--- src/rtl/axi_lite_pkg.sv ---
// rtl/axi_lite_pkg.sv - shared AXI-Lite response codes, status bit positions and FSM state type
//
// Purpose: types and constants shared by the AXI-Lite FIFO peripherals.
// Contents: resp_t and RSP_* codes, STATUS_* bit positions, rd_state_t.
package axi_lite_pkg;

  typedef logic [1:0] resp_t;

  localparam resp_t RSP_OKAY   = 2'b00;
  localparam resp_t RSP_EXOKAY = 2'b01;
  localparam resp_t RSP_SLVERR = 2'b10;
  localparam resp_t RSP_DECERR = 2'b11;

  // Status register layout: count in the low half-word, flags above it.
  localparam int STATUS_COUNT_LSB = 0;
  localparam int STATUS_EMPTY_BIT = 16;
  localparam int STATUS_FULL_BIT  = 17;

  typedef enum logic {
    ST_IDLE = 1'b0,
    ST_RESP = 1'b1
  } rd_state_t;

endpackage

--- src/rtl/axi_lite_read_fifo_if.sv ---
// rtl/axi_lite_read_fifo_if.sv - producer stream plus AXI-Lite read channel bundle
//
// Purpose: groups the producer stream and the AXI-Lite AR/R channels.
// Signals: valid_in/ready_in/data_in (producer), s_axi_ar* (read address),
//          s_axi_r* (read data). slave = the FIFO bridge, master = its peers.
interface axi_lite_read_fifo_if #(
  parameter int ADDR_WIDTH = 32,
  parameter int BUS_WIDTH  = 32
);
  import axi_lite_pkg::*;

  logic                  valid_in;
  logic                  ready_in;
  logic [BUS_WIDTH-1:0]  data_in;
  logic                  s_axi_arready;
  logic                  s_axi_arvalid;
  logic [ADDR_WIDTH-1:0] s_axi_araddr;
  logic [2:0]            s_axi_arprot;
  logic                  s_axi_rready;
  logic                  s_axi_rvalid;
  logic [BUS_WIDTH-1:0]  s_axi_rdata;
  resp_t                 s_axi_rresp;

  modport slave (
    input  valid_in, data_in, s_axi_arvalid, s_axi_araddr, s_axi_arprot, s_axi_rready,
    output ready_in, s_axi_arready, s_axi_rvalid, s_axi_rdata, s_axi_rresp
  );

  modport master (
    output valid_in, data_in, s_axi_arvalid, s_axi_araddr, s_axi_arprot, s_axi_rready,
    input  ready_in, s_axi_arready, s_axi_rvalid, s_axi_rdata, s_axi_rresp
  );

endinterface

--- src/rtl/sync_fifo.sv ---
// rtl/sync_fifo.sv - single-clock FIFO with occupancy count
//
// Purpose: storage, wrapping pointers and count for the read bridge.
// Ports: clk, reset (async, active-high), push_i, pop_i, wdata_i,
//        rdata_o (head word), full_o, empty_o, count_o.
// Callers must gate push_i with ~full_o and pop_i with ~empty_o.
module sync_fifo #(
  parameter int WIDTH = 32,
  parameter int DEPTH = 8
) (
  input  logic                       clk,
  input  logic                       reset,
  input  logic                       push_i,
  input  logic                       pop_i,
  input  logic [WIDTH-1:0]           wdata_i,
  output logic [WIDTH-1:0]           rdata_o,
  output logic                       full_o,
  output logic                       empty_o,
  output logic [$clog2(DEPTH+1)-1:0] count_o
);
  localparam int ADDR_SIZE = $clog2(DEPTH);
  localparam int CW        = $clog2(DEPTH+1);

  logic [WIDTH-1:0]     mem_q [DEPTH];
  logic [ADDR_SIZE-1:0] wr_ptr_q, wr_ptr_d;
  logic [ADDR_SIZE-1:0] rd_ptr_q, rd_ptr_d;
  logic [CW-1:0]        count_q, count_d;

  always_comb begin
    wr_ptr_d = wr_ptr_q;
    rd_ptr_d = rd_ptr_q;
    count_d  = count_q;
    if (push_i) wr_ptr_d = wr_ptr_q + 1'b1;
    if (pop_i)  rd_ptr_d = rd_ptr_q + 1'b1;
    // Simultaneous push and pop leaves the occupancy unchanged.
    case ({push_i, pop_i})
      2'b10:   count_d = count_q + 1'b1;
      2'b01:   count_d = count_q - 1'b1;
      default: count_d = count_q;
    endcase
  end

  always_ff @(posedge clk or posedge reset) begin
    if (reset) begin
      wr_ptr_q <= '0;
      rd_ptr_q <= '0;
      count_q  <= '0;
    end else begin
      wr_ptr_q <= wr_ptr_d;
      rd_ptr_q <= rd_ptr_d;
      count_q  <= count_d;
    end
  end

  // Storage is deliberately left out of reset.
  always_ff @(posedge clk) begin
    if (push_i) mem_q[wr_ptr_q] <= wdata_i;
  end

  assign rdata_o = mem_q[rd_ptr_q];
  assign full_o  = (count_q == CW'(DEPTH));
  assign empty_o = (count_q == '0);
  assign count_o = count_q;

endmodule

--- src/rtl/axi_lite_read_fifo.sv ---
// rtl/axi_lite_read_fifo.sv - stream-to-AXI-Lite bridge draining a FIFO through a data register
//
// Purpose: producer words enter a FIFO; each accepted AXI-Lite read of ADDRESS pops one.
// Ports: clk, reset (async, active-high), bus (axi_lite_read_fifo_if.slave).
// Option: AXI_LITE_READ_FIFO_STATUS_EN maps a read-only status word at ADDRESS+BUS_WIDTH/8.
module axi_lite_read_fifo
  import axi_lite_pkg::*;
#(
  parameter int                    ADDR_WIDTH = 32,
  parameter int                    BUS_WIDTH  = 32,
  parameter int                    DEPTH      = 8,
  parameter logic [ADDR_WIDTH-1:0] ADDRESS    = '0
) (
  input logic                 clk,
  input logic                 reset,
  axi_lite_read_fifo_if.slave bus
);
  localparam int ALIGN = $clog2(BUS_WIDTH/8);
  localparam int CW    = $clog2(DEPTH+1);

  rd_state_t            state_q, state_d;
  logic [BUS_WIDTH-1:0] rdata_q, rdata_d;
  resp_t                rresp_q, rresp_d;

  logic                 fifo_full, fifo_empty;
  logic [CW-1:0]        fifo_count;
  logic [BUS_WIDTH-1:0] fifo_head;
  logic [BUS_WIDTH-1:0] status_word;
  logic                 push, pop, arready_c, ar_hs, hit_data, hit_status;
  logic                 unused;

  // ready_in depends only on FIFO state, never on the AXI side.
  assign bus.ready_in = ~fifo_full;
  assign push         = bus.valid_in & ~fifo_full;
  assign hit_data     = (bus.s_axi_araddr[ADDR_WIDTH-1:ALIGN] == ADDRESS[ADDR_WIDTH-1:ALIGN]);

`ifdef AXI_LITE_READ_FIFO_STATUS_EN
  localparam logic [ADDR_WIDTH-1:0] STATUS_ADDR = ADDR_WIDTH'(ADDRESS + ADDR_WIDTH'(BUS_WIDTH/8));
  assign hit_status = (bus.s_axi_araddr[ADDR_WIDTH-1:ALIGN] == STATUS_ADDR[ADDR_WIDTH-1:ALIGN]);
  always_comb begin
    status_word = '0;
    status_word[STATUS_COUNT_LSB +: CW] = fifo_count;
    status_word[STATUS_EMPTY_BIT]       = fifo_empty;
    status_word[STATUS_FULL_BIT]        = fifo_full;
  end
  assign unused = ^{1'b0, bus.s_axi_arprot, bus.s_axi_araddr[ALIGN-1:0]};
`else
  assign hit_status  = 1'b0;
  assign status_word = '0;
  assign unused = ^{1'b0, bus.s_axi_arprot, bus.s_axi_araddr[ALIGN-1:0], fifo_count};
`endif

  sync_fifo #(.WIDTH(BUS_WIDTH), .DEPTH(DEPTH)) u_fifo (
    .clk     (clk),
    .reset   (reset),
    .push_i  (push),
    .pop_i   (pop),
    .wdata_i (bus.data_in),
    .rdata_o (fifo_head),
    .full_o  (fifo_full),
    .empty_o (fifo_empty),
    .count_o (fifo_count)
  );

  always_comb begin
    state_d   = state_q;
    rdata_d   = rdata_q;
    rresp_d   = rresp_q;
    arready_c = 1'b0;
    pop       = 1'b0;
    case (state_q)
      ST_IDLE: arready_c = 1'b1;
      ST_RESP: begin
        // Accepting a new address exactly when the current beat retires keeps one read per cycle.
        arready_c = bus.s_axi_rready;
        if (bus.s_axi_rready) state_d = ST_IDLE;
      end
      default: state_d = ST_IDLE;
    endcase
    ar_hs = bus.s_axi_arvalid & arready_c;
    if (ar_hs) begin
      state_d = ST_RESP;
      if (hit_data) begin
        if (!fifo_empty) begin
          rdata_d = fifo_head;
          rresp_d = RSP_OKAY;
          pop     = 1'b1;
        end else begin
          rdata_d = '0;
          rresp_d = RSP_SLVERR;
        end
      end else if (hit_status) begin
        rdata_d = status_word;
        rresp_d = RSP_OKAY;
      end else begin
        rdata_d = '0;
        rresp_d = RSP_DECERR;
      end
    end
  end

  always_ff @(posedge clk or posedge reset) begin
    if (reset) begin
      state_q <= ST_IDLE;
      rdata_q <= '0;
      rresp_q <= RSP_OKAY;
    end else begin
      state_q <= state_d;
      rdata_q <= rdata_d;
      rresp_q <= rresp_d;
    end
  end

  assign bus.s_axi_arready = arready_c;
  assign bus.s_axi_rvalid  = (state_q == ST_RESP);
  assign bus.s_axi_rdata   = rdata_q;
  assign bus.s_axi_rresp   = rresp_q;

endmodule

--- src/flat_wrapper.sv ---
// flat-port wrapper written by rule: the top's interface ports become plain ports
module axi_lite_read_fifo_flat import axi_lite_pkg::*;
#(
  parameter int                    ADDR_WIDTH = 32,
  parameter int                    BUS_WIDTH  = 32,
  parameter int                    DEPTH      = 8,
  parameter logic [ADDR_WIDTH-1:0] ADDRESS    = '0
)
  (clk, reset, bus_valid_in, bus_data_in, bus_s_axi_arvalid, bus_s_axi_araddr, bus_s_axi_arprot, bus_s_axi_rready, bus_ready_in, bus_s_axi_arready, bus_s_axi_rvalid, bus_s_axi_rdata, bus_s_axi_rresp);
  axi_lite_read_fifo_if #(.ADDR_WIDTH(ADDR_WIDTH), .BUS_WIDTH(BUS_WIDTH)) bus_i ();
  input logic clk;
  input logic reset;
  input wire logic [$bits(bus_i.valid_in)-1:0] bus_valid_in;
  input wire logic [$bits(bus_i.data_in)-1:0] bus_data_in;
  input wire logic [$bits(bus_i.s_axi_arvalid)-1:0] bus_s_axi_arvalid;
  input wire logic [$bits(bus_i.s_axi_araddr)-1:0] bus_s_axi_araddr;
  input wire logic [$bits(bus_i.s_axi_arprot)-1:0] bus_s_axi_arprot;
  input wire logic [$bits(bus_i.s_axi_rready)-1:0] bus_s_axi_rready;
  output wire logic [$bits(bus_i.ready_in)-1:0] bus_ready_in;
  output wire logic [$bits(bus_i.s_axi_arready)-1:0] bus_s_axi_arready;
  output wire logic [$bits(bus_i.s_axi_rvalid)-1:0] bus_s_axi_rvalid;
  output wire logic [$bits(bus_i.s_axi_rdata)-1:0] bus_s_axi_rdata;
  output wire logic [$bits(bus_i.s_axi_rresp)-1:0] bus_s_axi_rresp;
  assign bus_i.valid_in = bus_valid_in;
  assign bus_i.data_in = bus_data_in;
  assign bus_i.s_axi_arvalid = bus_s_axi_arvalid;
  assign bus_i.s_axi_araddr = bus_s_axi_araddr;
  assign bus_i.s_axi_arprot = bus_s_axi_arprot;
  assign bus_i.s_axi_rready = bus_s_axi_rready;
  assign bus_ready_in = bus_i.ready_in;
  assign bus_s_axi_arready = bus_i.s_axi_arready;
  assign bus_s_axi_rvalid = bus_i.s_axi_rvalid;
  assign bus_s_axi_rdata = bus_i.s_axi_rdata;
  assign bus_s_axi_rresp = bus_i.s_axi_rresp;
  axi_lite_read_fifo #(.ADDR_WIDTH(ADDR_WIDTH), .BUS_WIDTH(BUS_WIDTH), .DEPTH(DEPTH), .ADDRESS(ADDRESS)) u_core (.clk(clk), .reset(reset), .bus(bus_i));
endmodule
--- config.mk ---
export PLATFORM = sky130hd
export DESIGN_NAME = axi_lite_read_fifo_flat
export DESIGN_NICKNAME = d
export VERILOG_FILES = /design/src/rtl/axi_lite_pkg.sv /design/src/rtl/axi_lite_read_fifo_if.sv /design/src/rtl/sync_fifo.sv /design/src/rtl/axi_lite_read_fifo.sv /design/src/flat_wrapper.sv
export SDC_FILE = /design/constraint.sdc
export NUM_CORES = 1
export LEC_CHECK = 0
export CORE_MARGIN = 5
export CORE_UTILIZATION = 37
export CTS_CLUSTER_DIAMETER = 60
export DETAILED_ROUTE_END_ITERATION = 10
export GPL_ROUTABILITY_DRIVEN = 0
export SLEW_MARGIN = 30
export SYNTH_ARGS = -nofsm -noshare
export SYNTH_HDL_FRONTEND = slang
export SYNTH_SLANG_ARGS = --single-unit
--- constraint.sdc ---
create_clock -name clk -period 4.1 [get_ports clk]
set_input_delay 0.41 -clock clk [delete_from_list [all_inputs] [get_ports clk]]
set_output_delay 0.41 -clock clk [all_outputs]
set_load 0.05 [all_outputs]
* Word-level counts from Yosys, hierarchy flattened
Memory sizes are Yosys's and may differ from the RTL's.
Index checks and enable logic that the tools add are counted.
** Storage, ports and cells
- Memory bits (writable) :: 256
- Output and inout bits :: 37
- Memories :: 1
- Input bits :: 72
- Bits in registers :: 45
- Word-level logic and storage cells :: 35
** Operators by class
- Muxes and demuxes :: 14
- $add $sub $neg :: 4
- Bitwise logic cells :: 4
- Reduce and logical (&&, ||, !) cells :: 3
- Equal/unequal tests :: 3
** Memories
- u_core.u_fifo.mem_q :: words 8, bits a word 32, read ports 1, clocked after Yosys merged registers in 0, wr ports 1, line sync_fifo.sv:24 : logic [WIDTH-1:0] mem_q [DEPTH];
** Operator list (number)
- 32-bit 2-to-1 mux :: 2
- 30-bit logical NOT :: 1
- 1-bit 2-to-1 mux :: 8
- 4-bit case mux with 2 select lines :: 1
- 3-bit by 1-bit adder with 3-bit output (second input constant) :: 2
- 4-bit by 1-bit adder with 4-bit output (second input constant) :: 1
- 4-bit equality test (second input constant) :: 1
- 4-bit logical NOT :: 1
- 2-bit 2-to-1 mux :: 2
- 4-bit by 1-bit subtractor with 4-bit output (second input constant) :: 1
- 1-bit bitwise AND :: 2
- 2-bit by 1-bit equality test with 1-bit output (second input constant) :: 1
- 2-bit equality test (second input constant) :: 1
- 1-bit NOT :: 2
- 1-bit case mux with 2 select lines :: 1
- 2-bit nonzero test :: 1

* Depth between registers and ports, before layout
Gate-level depths: netlist (run 1).
- Depth after elaboration :: 6
- Mapped depth :: 12
- Gate-level depth less buffers :: 10

* By module
Synthesis (run 1) repeated with hierarchy kept, for this count alone.
** Second synthesis, totals
- Cell total of the unflattened synthesis :: 528
- Area total of the unflattened synthesis :: 11728.7 um^2
** Modules (own cells, without submodules)
- sync_fifo :: cells an instance 431, seq. area each 7937.6 um^2, times used 1, area each 10347.4 um^2
- axi_lite_read_fifo :: cells an instance 97, seq. area each 875.8 um^2, times used 1, area each 1381.3 um^2

* Worst setup path after synthesis (run 1)
Ideal clock, no wire load.
- Path type :: reg2reg
- From :: reg u_core.u_fifo.count_q[3], in the netlist u_core.u_fifo.count_o[3]
- To :: mem u_core.u_fifo.mem_q[0][0], enable pin
- Clock period less this slack :: 3.954 ns
- Data arrival time :: 3.493 ns
- Buffers on the path :: 0
- Path slack :: 0.146 ns
- Stages on the path, launching flop included :: 5
- Cells stage by stage :: dfrtp_1 > or4b_2 > nand2_1 > or2_2 > nor3_1
** Between the ends
- Word-level cells in the longest chain between the ends :: 5
** Ends and longest elaborated chain
- start: declaration :: line sync_fifo.sv:27 : logic [CW-1:0] count_q, count_d;
- start signal: assignment :: line sync_fifo.sv:51 : count_q <= count_d;
- 4-bit equality test :: line sync_fifo.sv:61 : assign full_o = (count_q == CW'(DEPTH));
- 1-bit NOT
- net bus_ready_in :: line flat_wrapper.sv:19 : output wire logic [$bits(bus_i.ready_in)-1:0] bus_ready_in;
- 1-bit bitwise AND :: line axi_lite_read_fifo.sv:34 : assign push = bus.valid_in & ~fifo_full;
- 1-bit 2-to-1 mux :: line sync_fifo.sv:57 : if (push_i) mem_q[wr_ptr_q] <= wdata_i;
- 1-bit 2-to-1 mux (implied by the code) :: line sync_fifo.sv:57
- end: declaration :: line sync_fifo.sv:24
The timed path passes the listed nets, and every way through them passes these cells.

* Worst setup path after layout (run 1)
- From :: reg u_core.u_fifo.count_q[1], in the netlist u_core.u_fifo.count_o[1]
- To :: out bus_ready_in
** Between the ends
- Word-level cells in the longest chain between the ends :: 2
** Ends and longest elaborated chain
- 4-bit equality test :: line sync_fifo.sv:61
- 1-bit NOT :: line axi_lite_read_fifo.sv:33 : assign bus.ready_in = ~fifo_full;
- end: declaration :: line flat_wrapper.sv:19
No other way between the ends.

==> flow_summary.toml, run 1 <==
[logic_synthesis]
yosys_most_used_dff = "edfxtp_1"
ys_ff_latch = 301
yosys_warnings = 0
syn-cell-area_mm2 = 0.01147
synth_top_cell_by_area = "edfxtp_1"
ys_async_sr_fraction = 0.1495
synth_enable_flop_cells = 256
synth_most_common_cell = "edfxtp_1"
synth_top_area_share = 0.6702
syn_nets = 632
avgSynthCellArea_um2 = 20.71
synthTopCellsByArea = "edfxtp_1, mux4_2, dfrtp_1"
ys_types = 33
ys_seq_area_frac = 0.7683
netlist_instances = 554
ys_top_cells_by_count = "edfxtp_1, mux4_2, dfrtp_1"

[detailed_routing]
wl_per_cell_um = 21.90
dr.pass1.iters = 4
vias = 5634
drt-total-wl_um = 24220
drtIter0Drc = 321
antenna_left = 0
drc = 0
viasPerCell = 5.094

[placed_design]
port-buffer-count = 103
hpwl_um = 14210

[power_and_ir_drop]
p_switching_mw = 1.771
p_sw_frac = 0.2286
p_int_mw = 5.976
pwr-share-comb = 0.103
vdd_drop_max_mv = 0.2996
p_leak_nw = 4.667
pwr_density_cell_mw_per_mm2 = 540.9
clkPwrFrac = 0.399
sequentialPowerShare = 0.498

[timing]
setup_tns_ps = 0
worst_hold_slack_ps = 351.9
rsz0062_at_grt = "false"
period_minus_slack_ps = 2836
setup_violations = 0
tightest_slew_ps = 762.0
hold_viol = 0
slew_headroom = 0.4908
max_freq_mhz = 352.7
fin_crit_sh = 0.6916
fin_skew_ps = 18.08
slew_viol_final = 0

[worst_setup_path]
worstSetupPathType = "register to output pin"
critPathSlowestCell = "clkdlybuf4s50_1"
cp_data_arrival_time_ps = 2430
slowest_delay_ps = 760
setup.worst_path.end_class = "output pin"
startpoint_type = "register"
path_cells = "or4b_2, clkdlybuf4s50_1"
cp_max_fo = 4
reg2reg_depth = 8
cp.required_ps = 3690

[die]
core_mm2 = 0.03059
dieArea_mm2 = 0.03462
rows = 64
dieWidth_um = 186.1
ios = 109
dieHeight_um = 186.1
initial_core_util = 0.3750

[worst_hold_path]
hold_path_class = "input port to asynchronous set/reset pin"

[clock_tree]
clkSlewWorstSetupHoldPaths_ps = 60
cts_resized = 0
cts_hold_buf = 0
post_cts_buffers = 0
clock_latency_ps = 500
root_buffer = "clkbuf_16"
cts_max_level = 2
numCtsBuffers = 34
cts_tree = "done"
cts.sink_count = 301
ctsLongestPathBuffers = 3

[cells_and_area]
drive_gt1_frac = 0.2183
antenna_cells = 0
syn_to_final_growth_pct = 24.87
finalNetCount = 764
fill_cells = 2587

[global_route]
antenna_found_initial = 2
grt_usage = 0.1414
grt_pass1_wl_um = 36510
overflow = 0
grt_max_degree = 45
grt_pass1_vias = 5992

[outcome]
status = "completed"

[run]
cap_viol_max_count = 0
-- flip-flops by register name (all words and copies together), names as in the netlist --
| register | count |
|---|---|
| u_core.u_fifo.wr_ptr_q | 3 |
| u_core.u_fifo.mem_q | 256 |
| u_core.u_fifo.count_o | 4 |
| u_core.bus.s_axi_rvalid | 1 |
| u_core.u_fifo.rd_ptr_q | 3 |
| u_core.bus.s_axi_rdata | 32 |
| u_core.bus.s_axi_rresp | 2 |
-- path summary, 6_finish.rpt --
| check | from | end | slack, ps |
|---|---|---|---|
| max | u_core.u_fifo.count_o[1]$_DFFE_PP0P_ | bus_ready_in | 1260 |
| min | reset | u_core.bus.s_axi_rvalid$_DFF_PP0_ | 350 |
| max reg2reg | u_core.u_fifo.count_o[1]$_DFFE_PP0P_ | u_core.u_fifo.count_o[3]$_DFFE_PP0P_ | 1420 |
| min reg2reg | u_core.bus.s_axi_rdata[22]$_DFFE_PP0P_ | u_core.bus.s_axi_rdata[22]$_DFFE_PP0P_ | 480 |
| max in group asynchronous | reset | u_core.bus.s_axi_rdata[12]$_DFFE_PP0P_ | 2920 |
| min in group clk | u_core.bus.s_axi_rdata[22]$_DFFE_PP0P_ | u_core.bus.s_axi_rdata[22]$_DFFE_PP0P_ | 480 |
-- cells by family (layout without fill, tap and decap cells) --
| kind of cell | count (synthesis) | in the layout | share of synthesized area |
|---|---|---|---|
| AOI/OAI and AO/OA | 37 | 37 | 0.01658 |
| xor gates and xnor gates | 6 | 6 | 0.005237 |
| adders and majority gates | 6 | 6 | 0.007199 |
| buffers and inverters | 32 | 188 | 0.01385 |
| DFF | 301 | 301 | 0.7683 |
| muxes | 100 | 100 | 0.1576 |
| and+or+nand+nor | 72 | 72 | 0.03120 |
-- routing by layer --
layer  vias to the layer above  global-route usage  wire length (um)
li1                       2515                   -                 -
met1                      2917              0.1907             10320
met2                       164              0.2360             11900
met3                        34             0.03342              1628
met4                         4             0.03206               356
met5                         -                   0                21
-- power by group through the flow --
stage / clock network, mW / logic [mW] / registers, mW
after global routing: 3.30 / 0.864 / 3.89
after CTS: 3.17 / 0.827 / 3.86
after global placement: 0 / 0.798 / 3.89
after floorplan: 0 / 0.400 / 3.90
final: 3.09 / 0.797 / 3.86
after detailed placement: 0 / 0.825 / 3.93
-- critical path, delay by kind of cell, from the launching register on --
family,cells,cell delay [ps]
buf+inv,1,760
flops,1,420
simple gates,1,740
-- layout by cell type (no fill, tap or decap), drive strengths merged, types with 2 or more instances in the layout --
cell type	n
nor2	10
clkdlybuf4s50	103
bufinv	5
clkinv	9
nor3	3
mux2	2
nand2b	4
clkbuf	44
buf	19
mux2i	34
nand4	2
mux4	64
o21ai	34
nand2	39
inv	7
nor4	8
dfrtp	45
xor2	2
ha	5
nand3	2
xnor2	4
edfxtp	256
-- layout make-up --
| cell class | count | area, um2 | share of cell area |
|---|---|---|---|
| clock inverters | 16 | 234.0 | 0.01633 |
| multi-input cells | 221 | 2554 | 0.1783 |
| flip-flops and latches | 301 | 8820 | 0.6157 |
| clock buffers | 44 | 929.6 | 0.06490 |
| well taps | 396 | 495.5 | 0.03459 |
| inverters | 6 | 22.52 | 0.001572 |
| repair buffers | 122 | 1269 | 0.08857 |
-- stage by stage --
stage,setup slack [ps],cells,util,area [um2],power (mW)
finish,1264,1106,0.4683,14320,7.747
global route,1174,1106,0.4683,14320,8.058
CTS,1224,1105,0.4674,14300,7.864
detailed placement,806.3,1045,0.4293,13130,4.751
global placement,867.1,1045,0.4293,13130,4.692
floorplan,145.6,554,-,11470,4.305
(Power assumes the default switching activity.)
==> run 2, diff against run 1 <==
==> constraint.sdc (replaced) <==
create_clock -name clk -period 2.4 [get_ports clk]
set_input_delay 0.24 -clock clk [delete_from_list [all_inputs] [get_ports clk]]
set_output_delay 0.24 -clock clk [all_outputs]
set_load 0.05 [all_outputs]
==> flow_summary.toml, run 2 (synthesis results as in run 1) <==
[outcome]
status = "completed"

[cells_and_area]
final_common_cell = "edfxtp_1"
regMostFlops = "u_core.u_fifo.mem_q"
layout_common_cells = "edfxtp_1, clkdlybuf4s50_1, mux4_2"
largest_register_ffs = 256
antenna_cells = 0
drive_gt1_frac = 0.2559
fill_cells = 2512
syn_to_final_growth_pct = 26.76
fin_area_mm2 = 0.01454
finalNetCount = 778

[worst_setup_path]
worstSetupPathType = "register to output pin"
cp_data_arrival_time_ps = 2080
crit_start = "u_core.u_fifo.count_o[1]$_DFFE_PP0P_"
rrSetupSlack_ps = 110
cp_max_fo = 4
cp.required_ps = 2160
setup.worst_path.end_class = "output pin"
reg2reg_to = "u_core.u_fifo.count_o[3]$_DFFE_PP0P_"
crit_end = "bus_ready_in"
r2r_start = "u_core.bus.s_axi_rvalid$_DFF_PP0_"
startpoint_type = "register"
reg2reg_depth = 10

[clock_tree]
cts_hold_buf = 0
clkSlewWorstSetupHoldPaths_ps = 70
cts.sink_count = 301
root_buffer = "clkbuf_16"
ctsLongestPathBuffers = 3
cts_max_level = 1
cts_tree = "done"
numCtsBuffers = 31
clock_latency_ps = 550

[timing]
fin_skew_ps = 12.90
hold_viol = 0
slew_viol_final = 0
max_freq_mhz = 431.8
slew_headroom = 0.5968
tightest_slew_ps = 604.0
setup_tns_ps = 0
setup_violations = 0
fin_crit_sh = 0.9650
period_minus_slack_ps = 2316

[power_and_ir_drop]
pwr-share-comb = 0.115
pwr_density_cell_mw_per_mm2 = 894.5
p_switching_mw = 3.063
p_leak_nw = 4.846
p_int_mw = 9.943
vdd_drop_max_mv = 0.5151
p_sw_frac = 0.2355
sequentialPowerShare = 0.509
clkPwrFrac = 0.376

[detailed_routing]
antenna_left = 0
drt-total-wl_um = 24800
drtIter0Drc = 374
dr.pass1.iters = 4
drc = 0
viasPerCell = 5.113
wl_per_cell_um = 22.16
vias = 5721

[global_route]
grt_pass1_wl_um = 37530
grt_max_degree = 52
grt_usage = 0.1444
antenna_found_initial = 2
grt_pass1_vias = 6190
overflow = 0

[worst_hold_path]
hold_path_class = "input port to asynchronous set/reset pin"

[die]
dieHeight_um = 186.1
rows = 64
dieArea_mm2 = 0.03462
dieWidth_um = 186.1
core_mm2 = 0.03059
ios = 109
initial_core_util = 0.3750

[placed_design]
postPlaceCellArea_mm2 = 0.01341
port-buffer-count = 103
hpwl_um = 14820

[run]
cap_viol_max_count = 0
-- run 2: final cells by class --
class,instances,area (um2),area share
flip-flops and latches,301,8821,0.6067
inverters,6,25.02,0.001721
multi-input cells,221,2640,0.1816
clock buffers,39,845.8,0.05817
repair buffers,139,1495,0.1028
clock inverters,17,217.7,0.01497
well taps,396,495.5,0.03408
-- run 2: worst min path at each step --
stage | cells after the start | from | to | slack (ps)
6_report | 2 | reset | u_core.bus.s_axi_rdata[28]$_DFFE_PP0P_ | 80
2_1_floorplan | 0 | bus_data_in[0] | u_core.u_fifo.mem_q[0][0]$_DFFE_PP_ | 340
3_3_place_gp | 2 | u_core.bus.s_axi_rdata[31]$_DFFE_PP0P_ | u_core.bus.s_axi_rdata[31]$_DFFE_PP0P_ | 460
4_1_cts | 2 | reset | u_core.bus.s_axi_rdata[28]$_DFFE_PP0P_ | 90
3_5_place_dp | 2 | u_core.bus.s_axi_rdata[8]$_DFFE_PP0P_ | u_core.bus.s_axi_rdata[8]$_DFFE_PP0P_ | 480
5_1_grt | 2 | reset | u_core.bus.s_axi_rdata[28]$_DFFE_PP0P_ | 140
-- run 2: metal layers --
layer / global-route usage / routed length [um]
met1: 0.1900 / 10310
met2: 0.2511 / 12490
met3: 0.02834 / 1506
met4: 0.03089 / 457
met5: 0 / 32
-- run 2: power by group through the flow --
stage                     clock network, mW  registers [mW]  logic, mW
after floorplan                           0            6.68      0.729
after global placement                    0            6.67       1.48
after detailed placement                  0            6.73       1.53
after CTS                              5.00            6.63       1.53
after global routing                   5.24            6.67       1.62
final                                  4.89            6.62       1.50
-- run 2: worst max-delay path: stages, from the launching register on --
cell             delay, ps
dfrtp_1                440
or4b_4                 570
buf_4                  170
clkdlybuf4s15_2        340
-- run 2: repair_timing --
action,CTS,global route
resized for setup,3,16
setup endpoints to repair,1,2
pin swaps,0,13
buffers inserted,0,2
-- run 2: stage by stage --
step	setup WS, ps	util	hold slack [ps]	total power, mW	std cells
after floorplan	-319.7	-	338.9	7.408	554
after global placement	-394.8	0.4384	464.3	8.151	1061
after detailed placement	-507.8	0.4384	478.0	8.264	1061
after CTS	34.73	0.4732	86.94	13.16	1117
after global routing	-7.976	0.4753	138.8	13.53	1119
final	83.96	0.4753	79.32	13.01	1119
==> run 3, diff against run 2 <==
--- a/config.mk
+++ b/config.mk
@@ -10,7 +10,9 @@
 export CTS_CLUSTER_DIAMETER = 60
 export DETAILED_ROUTE_END_ITERATION = 10
 export GPL_ROUTABILITY_DRIVEN = 0
+export REMOVE_ABC_BUFFERS = 1
 export SLEW_MARGIN = 30
 export SYNTH_ARGS = -nofsm -noshare
 export SYNTH_HDL_FRONTEND = slang
 export SYNTH_SLANG_ARGS = --single-unit
+export TNS_END_PERCENT = 10
==> flow_summary.toml, run 3 (synthesis results as in run 1) <==
[timing]
tightest_slew_ps = 552.0
hold_viol = 0
slew_headroom = 0.6308
slew_viol_final = 0
period_minus_slack_ps = 2363
setup_violations = 0
max_freq_mhz = 423.2
fin_skew_ps = 6.420
fin_crit_sh = 0.9845
setup_tns_ps = 0

[detailed_routing]
drc = 0
viasPerCell = 5.060
vias = 5688
dr.pass1.iters = 4
antenna_left = 0
drtIter0Drc = 345
wl_per_cell_um = 22.04
drt-total-wl_um = 24770

[power_and_ir_drop]
p_sw_frac = 0.2306
sequentialPowerShare = 0.512
pwr_density_cell_mw_per_mm2 = 889.6
vdd_drop_max_mv = 0.5029
clkPwrFrac = 0.369
p_switching_mw = 2.969
p_leak_nw = 4.800
pwr-share-comb = 0.119
total_power_mw = 12.87
p_int_mw = 9.905

[placed_design]
hpwl_um = 14500
port-buffer-count = 103

[global_route]
grt_pass1_wl_um = 37600
grt_max_degree = 67
overflow = 0
grt_pass1_vias = 6280
antenna_found_initial = 1
grt_usage = 0.1434

[clock_tree]
cts_hold_buf = 0
cts.sink_count = 301
cts_tree = "done"
ctsLongestPathBuffers = 3
numCtsBuffers = 30
clock_latency_ps = 540
clkSlewWorstSetupHoldPaths_ps = 60
cts_max_level = 1
root_buffer = "clkbuf_16"

[cells_and_area]
drive_gt1_frac = 0.2514
fill_cells = 2542
final_common_cell = "edfxtp_1"
antenna_cells = 0
regMostFlops = "u_core.u_fifo.mem_q"
largest_register_ffs = 256
finalNetCount = 782
syn_to_final_growth_pct = 26.16
final_util = 0.4731
layout_common_cells = "edfxtp_1, clkdlybuf4s50_1, mux4_2"

[die]
ios = 109
core_mm2 = 0.03059
initial_core_util = 0.3750
dieHeight_um = 186.1
dieWidth_um = 186.1
dieArea_mm2 = 0.03462
rows = 64

[worst_setup_path]
setup.worst_path.end_class = "register"
startpoint_type = "input port"
cp_data_arrival_time_ps = 2820
cp_max_fo = 2
rrSetupSlack_ps = 90
cp.required_ps = 2860
worstSetupPathType = "input port to register"

[outcome]
status = "completed"

[worst_hold_path]
hold_path_class = "input port to asynchronous set/reset pin"

[run]
cap_viol_max_count = 0
[run 3: cell count changes in the layout (fill, tap and decap cells not counted), moves of 3 or more]
cell             delta
clkbuf_1            +4
clkdlybuf4s50_1     +3
buf_4               +8
dlymetal6s2s_1      -3
clkinv_4            -3
[run 3: layer usage]
metal,vias up,share of wire,wire length (um),global-route usage
met5,-,0.00028,7,0
met4,2,0.016,390,0.03060
met3,34,0.062,1548,0.03049
met2,149,0.50,12410,0.2460
met1,2971,0.42,10420,0.1901
li1,2532,-,-,-
[run 3: path summary, 6_finish.rpt]
path | from | endpoint | depth (start not counted)
hold reg to reg | u_core.bus.s_axi_rdata[29]$_DFFE_PP0P_ | u_core.bus.s_axi_rdata[29]$_DFFE_PP0P_ | 2
setup reg to reg | u_core.u_fifo.count_o[2]$_DFFE_PP0P_ | u_core.u_fifo.mem_q[0][14]$_DFFE_PP_ | 7
hold / removal | reset | u_core.bus.s_axi_rdata[8]$_DFFE_PP0P_ | 2
setup / recovery | bus_s_axi_araddr[21] | u_core.u_fifo.count_o[3]$_DFFE_PP0P_ | 11
max in group asynchronous | reset | u_core.u_fifo.rd_ptr_q[2]$_DFFE_PP0P_ | 3
min in group clk | bus_s_axi_araddr[6] | u_core.u_fifo.rd_ptr_q[2]$_DFFE_PP0P_ | 6
[run 3: power groups by stage]
stage               Clock, mW  Combinational (mW)  Sequential, mW
floorplan                   0               0.681            6.67
global placement            0                1.46            6.64
detailed placement          0                1.51            6.70
CTS                      4.87                1.55            6.59
global route             5.11                1.64            6.64
finish                   4.75                1.53            6.60
[run 3: final cells by class]
| class | count | area, um2 | share of cell area |
|---|---|---|---|
| Clock buffer | 42 | 847.1 | 0.05853 |
| Clock inverter | 14 | 173.9 | 0.01202 |
| Inverter | 6 | 22.52 | 0.001556 |
| Multi-Input combinational cell | 221 | 2616 | 0.1808 |
| Sequential cell | 301 | 8820 | 0.6095 |
| Tap cell | 396 | 495.5 | 0.03424 |
| Timing Repair Buffer | 144 | 1496 | 0.1034 |
[run 3: repair_timing]
action | CTS | global route
pin swaps | 4 | 11
setup buffers | 4 | 0
setup endpoints to repair | 1 | 2
gates resized for setup | 4 | 16
[run 3: worst max-delay path: stages]
cell	delay, ps
clkdlybuf4s50_1	400
nor4_1	260
nand4_1	200
or4_4	580
inv_2	90
ha_4	140
ha_4	190
a21o_1	170
a21oi_2	170
mux2i_1	240
xnor2_1	140
[run 3: stage by stage]
step	setup WS [ps]	instances	hold WS [ps]	cell area, um2
after floorplan	-1554	528	338.9	11330
after global placement	-508.0	1064	471.7	13340
after detailed placement	-623.4	1064	478.8	13340
after CTS	1.933	1124	23.63	14400
after global routing	-25.67	1124	75.53	14470
final	37.15	1124	29.29	14470
==> edit 1, RTL diff (settings of run 2) <==
`DEPTH` is set to 8 in 3 places; all go to 16.
--- a/src/rtl/sync_fifo.sv
+++ b/src/rtl/sync_fifo.sv
@@ -6,7 +6,7 @@
 // Callers must gate push_i with ~full_o and pop_i with ~empty_o.
 module sync_fifo #(
   parameter int WIDTH = 32,
-  parameter int DEPTH = 8
+  parameter int DEPTH = 16
 ) (
   input  logic                       clk,
   input  logic                       reset,
--- a/src/rtl/axi_lite_read_fifo.sv
+++ b/src/rtl/axi_lite_read_fifo.sv
@@ -8,7 +8,7 @@
 #(
   parameter int                    ADDR_WIDTH = 32,
   parameter int                    BUS_WIDTH  = 32,
-  parameter int                    DEPTH      = 8,
+  parameter int                    DEPTH      = 16,
   parameter logic [ADDR_WIDTH-1:0] ADDRESS    = '0
 ) (
   input logic                 clk,
--- a/src/flat_wrapper.sv
+++ b/src/flat_wrapper.sv
@@ -3,7 +3,7 @@
 #(
   parameter int                    ADDR_WIDTH = 32,
   parameter int                    BUS_WIDTH  = 32,
-  parameter int                    DEPTH      = 8,
+  parameter int                    DEPTH      = 16,
   parameter logic [ADDR_WIDTH-1:0] ADDRESS    = '0
 )
   (clk, reset, bus_valid_in, bus_data_in, bus_s_axi_arvalid, bus_s_axi_araddr, bus_s_axi_arprot, bus_s_axi_rready, bus_ready_in, bus_s_axi_arready, bus_s_axi_rvalid, bus_s_axi_rdata, bus_s_axi_rresp);
Check against the original RTL: no difference found for any inputs over 4 cycles, from zero or initial values and one cycle with reset high; that may be too few to reach the edited logic, so the function may still have changed.
==> edit 1 against run 2 <==
- the run now ends with negative setup slack left
- sequential cell count is 259 higher
- design area is 85% higher
- synthesized area is 93% higher
- total power is 75% higher
- routed wire length is 120% higher
- die area is 87% higher
- worst setup slack worse by 0.30 ns
- sequential power is 78% higher
- critical path type is now flip-flop to flip-flop
==> edit 1: results (changes against run 2) <==
- Number of flip-flops in the largest register: 512 (+100%)
- Fin Clk Skew: 0.0182 ns (+0.00526 ns)
- Initial antenna violation count: 1 (-1)
- Yosys Warn Count: 0 (unchanged)
- Synth area leaders: edfxtp_1, mux2i_1, dfrtp_1
- Slew HR: 48.7% (-11 points)
- Root Driver: clkbuf_16
- Starting DRT DRC Count: 978 (+160%)
- Largest net degree at the start of global routing: 63 (+21%)
- Reg with most FFs: u_core.u_fifo.mem_q
- Vias per std cell: 5.27 (+3.2%)
- P_leak: 8.61 nW (+78%)
- First-pass GRT wire length: 80.5 mm (+110%)
- Drt wl/cell: 23.4 um (+5.4%)
- Main synth FF type: edfxtp_1
- Max Buffers Root-to-Sink: 3 (unchanged)
- Worst vdd ir: 0.660 mV (+28%)
- CTS clock-pin slew for the worst setup and hold paths: roughly 0.060 ns
- Top cells by instance count after synthesis: edfxtp_1, mux2i_1, nand2_1
- Worst-Skew Late Latency: 0.61 ns (+0.06 ns)
- Status: finished, violations left
- Fillers: 5,054 (+100%)
- CP max FO: 3 (-1)
- IO Port Bufs: 103 (unchanged)
- Violated checks: negative setup slack
- Ant. Diodes: 0 (unchanged)
- Cells after DPL: 2,200 (+110%)
- Async S/R FF share, synth: 8.57% (-6.4 points)
- Total negative slack: -0.257 ns (-0.257 ns)
- H-tree Lvls: 2 (+1)
- Nets: 1,571 (+100%)
- Syn_nets: 1,383 (+120%)
- Vias in the first global route: 12,800 (+110%)
- Layout cells sized above 1: 16.5% (-9.1 points)
- Crit path max-delay family: simple AND/OR/NAND/NOR gates
- Fin cells: 2,312 (+110%)
- Crit path max-delay cell type: or4_4
- Post-placement setup slack: -0.852 ns (-0.344 ns)
- Cell variety after synth: 39 (+18%)
- Dpl hpwl: 31.9 mm (+120%)
- Crit-path max cell delay: 0.55 ns (-0.02 ns)
- Min-Delay Path Class: input pin to async pin
- GRT Overall Usage: 16.5% (+2.0 points)
- Number of synthesized flops with an enable pin: 512 (+100%)
- Gate Count Post-Synth: 1,301 (+130%)
- # setup viols final: 2 (+2)
- Total CTS buffers: 58 (+87%)
- Min setup slack post-route: -0.220 ns (-0.304 ns)
- DRT Pass-1 Iters: 5 (+1)
- Sequential-to-total area share from yosys stat: 74.9% (-2.0 points)
-- edit 1: changes by cell type in the layout (fill, tap and decap cells not counted), sizes merged, moves of 24 or more --
cell    delta
a22oi     +48
clkbuf    +40
nand2     +34
a221o     +24
o22ai     +40
o311a     +24
o21ai     +35
mux2i    +207
mux4      -64
buf       +67
edfxtp   +256
-- edit 1: layer usage --
layer	vias up	wire (um)	GRT usage, %
met5	-	13	0
met2	327	26500	27.9
li1	5548	-	-
met1	6228	23700	22.5
met3	88	2560	2.37
met4	2	1180	4.26
-- edit 1: report_power, final --
part,total [W],internal (W),switching (W)
clock network,0.00865,0.00497,0.00369
registers,0.0118,0.0116,0.000225
logic,0.00229,0.000811,0.00148
total,0.0228,0.0174,0.00539
-- edit 1: kinds of logic (layout without fill, tap and decap cells) --
logic type                 count (synthesis)  in the layout  synth area share, %
muxes                                    257            257                 11.7
adders and majority gates                 10             10                0.599
and+or+nand+nor                          150            150                 3.19
xor gates and xnor gates                  10             10                0.396
buffers and inverters                     89            327                 1.87
AOI/OAI and AO/OA                        225            225                 7.36
DFF                                      560            560                 74.9
-- edit 1: path summary, 6_finish.rpt --
path	startpoint	to	depth (start not counted)
max	u_core.u_fifo.count_o[0]	u_core.u_fifo.count_o[4]	12
min	reset	u_core.bus.s_axi_rdata[30]	3
max reg2reg	u_core.u_fifo.count_o[0]	u_core.u_fifo.count_o[4]	12
min reg2reg	u_core.bus.s_axi_rresp[1]	u_core.bus.s_axi_rresp[1]	2
max in group asynchronous	reset	u_core.u_fifo.rd_ptr_q[0]	3
min in group clk	bus_s_axi_arvalid	u_core.bus.s_axi_rresp[1]	4
-- edit 1: timing repair --
action,CTS,global route
pin swaps,1,2
setup endpoints to repair,3,2
setup buffers,1,1
resized for setup,3,2
-- edit 1: metrics by stage --
step | hold WS, ns | instance area (sq um)
after detailed placement | 0.488 | 25100
after CTS | 0.0174 | 26900
after global routing | 0.0638 | 26900
final | 0.0499 | 26900
after floorplan | 0.339 | 22300
after global placement | 0.483 | 25100
-- edit 1: layout make-up --
| class | count | area (sq um) | area share [%] |
|---|---|---|---|
| flip-flops and latches | 560 | 16600 | 61.6 |
| multi-input cells | 652 | 5340 | 19.8 |
| repair buffers | 206 | 2150 | 7.99 |
| clock buffers | 79 | 1580 | 5.87 |
| well taps | 773 | 967 | 3.59 |
| clock inverters | 31 | 268 | 0.994 |
| inverters | 11 | 52.6 | 0.195 |
-- edit 1: worst register-to-register path, cell delays in order, from the launching register on --
cell and delay, ns:
dfrtp_1 0.39, nor4_4 0.07, nor2b_1 0.13, or4_4 0.55, clkinv_4 0.07, ha_4 0.15
inv_4 0.04, fa_2 0.35, nor2b_1 0.11, o21ai_1 0.09, nand3_1 0.07, or3b_4 0.37
xnor2_1 0.13
==> edit 2, RTL diff (settings of run 2) <==
Without the edit above. Reset style: synchronous (`reset`), changed in 2 clocked blocks. Comments in the files are not updated.
--- a/src/rtl/sync_fifo.sv
+++ b/src/rtl/sync_fifo.sv
@@ -40,7 +40,7 @@
     endcase
   end
 
-  always_ff @(posedge clk or posedge reset) begin
+  always_ff @(posedge clk) begin
     if (reset) begin
       wr_ptr_q <= '0;
       rd_ptr_q <= '0;
--- a/src/rtl/axi_lite_read_fifo.sv
+++ b/src/rtl/axi_lite_read_fifo.sv
@@ -99,7 +99,7 @@
     end
   end
 
-  always_ff @(posedge clk or posedge reset) begin
+  always_ff @(posedge clk) begin
     if (reset) begin
       state_q <= ST_IDLE;
       rdata_q <= '0;
Check against the original RTL: differs if reset is asserted again (counterexample within 4 cycles, from zero or initial values and one cycle with reset high); with reset held inactive, the same outputs for 4 cycles.
==> edit 2 against run 2 <==
- worst setup slack got worse by 0.026 ns
- sequential cell count is 3 higher
- design area about the same
- routed wire length decreased by 2.3%
- worst hold slack gained 0.16 ns
- register-to-register slack got worse by 0.04 ns
- utilization hardly changed
- synthesized area down 0.20%
- largest cell class unchanged
Power is not compared: it rests on default switching activity, and its combinational part moved more than twofold at a synthesized area within 25%.
==> edit 2: results (changes against run 2) <==
- Status: completed
- Fin cells: 1,142 (+2.1%)
- Worst hold slack: 0.237 ns (+0.158 ns)
- Syn avg cell area: 19.7 sq um (-5.0%)
- Layout cells sized above 1: 24.7% (-0.92 points)
- Sequential-to-total area share from yosys stat: 75.5% (-1.3 points)
- CP max FO: 3 (-1)
- Starting DRT DRC Count: 290 (-22%)
- Complex-gate fraction of the synthesized area: 1.98% (+0.32 points)
- Vias per std cell: 5.01 (-1.9%)
- Nets: 799 (+2.7%)
- Met1 Wirelength: 10.1 mm (-1.9%)
- Dpl hpwl: 14.3 mm (-3.7%)
- Fin Clk Skew: 0.00862 ns (-0.00428 ns)
- Crit. Startpoint: bus_s_axi_araddr[20]
- GRT Overall Usage: 14.2% (-0.23 points)
- Drt wl/cell: 21.2 um (-4.3%)
- Mux contribution to synthesized area: 15.9% (+0.097 points)
- Cells after DPL: 1,083 (+2.1%)
- Met3 wire length: 1.00 mm (-34%)
- Total CTS buffers: 30 (-3.2%)
- Placed cell area: 13,400 sq um (+0.12%)
- Reg-to-reg startpoint: u_core.u_fifo.count_o[2]
- Post-placement setup slack: -0.596 ns (-0.0878 ns)
- Cell variety after synth: 35 (+6.1%)
- Arrival @ worst endpoint: 2.81 ns (+0.73 ns)
- Vias in the first global route: 6,305 (+1.9%)
- Async S/R FF share, synth: 0% (-15 points)
- First-pass GRT wire length: 37.2 mm (-0.83%)
- Crit-path max cell delay: 0.45 ns (-0.12 ns)
- R2R Setup Slk: 0.07 ns (-0.04 ns)
- Fillers: 2,556 (+1.8%)
- Met2 Wirelength: 12.6 mm (+1.1%)
- Xor/xnor cell area share of the yosys netlist: 0.383% (-0.14 points)
- Syn_nets: 659 (+4.3%)
- Largest net degree at the start of global routing: 33 (-37%)
- Post-Synth Adder-Cell Area: 0.546% (-0.17 points)
- Min-Delay Path Class: input pin to flip-flop
- Top cells by instance count after synthesis: edfxtp_1, mux4_2, dfxtp_1
## edit 2: how the worst max path moves through the flow
stage	to	slack (ns)	cells after the start
floorplan	u_core.u_fifo.count_o[2]	0.03	11
global placement	u_core.u_fifo.count_o[2]	-0.41	11
detailed placement	u_core.u_fifo.count_o[2]	-0.60	11
CTS	u_core.u_fifo.count_o[2]	0.04	11
global route	u_core.u_fifo.count_o[2]	-0.05	12
finish	u_core.u_fifo.count_o[2]	0.06	12
## edit 2: power groups by stage
stage          clock network [W]  registers [W]  logic [W]
2_1_floorplan                  0        0.00599   0.000196
3_3_place_gp                   0        0.00598   0.000473
3_5_place_dp                   0        0.00599   0.000492
4_1_cts                  0.00486        0.00588   0.000495
5_1_grt                  0.00509        0.00589   0.000535
6_report                 0.00474        0.00588   0.000493
## edit 2: layout make-up
| type | instances | share of cell area (%) |
|---|---|---|
| sequential | 304 | 59.6 |
| multi-input combinational | 246 | 19.6 |
| timing repair buffer | 138 | 10.4 |
| clock buffer | 41 | 5.80 |
| tap | 396 | 3.41 |
| clock inverter | 15 | 1.21 |
| inverter | 2 | 0.0517 |
## edit 2: repair_timing
action	4_1_cts	5_1_grt
resized for setup	3	14
buffers inserted	0	3
endpoints found under the hold margin	0	0
pin swaps	1	8
setup endpoints to repair	2	2
## edit 2: cell families after synthesis
kind of cell / Yosys count
adder cells (fa/ha/maj): 5
AO/OA/AOI/OAI: 44
XOR/XNOR: 5
multiplexers: 101
flip-flops: 304
AND/OR/NAND/NOR: 91
buffers and inverters: 32
## edit 2: routing by layer
metal | track usage (%) | vias up
met5 | 0 | -
met3 | 2.60 | 42
met1 | 18.5 | 2950
met2 | 25.1 | 103
li1 | - | 2626
met4 | 2.91 | 4
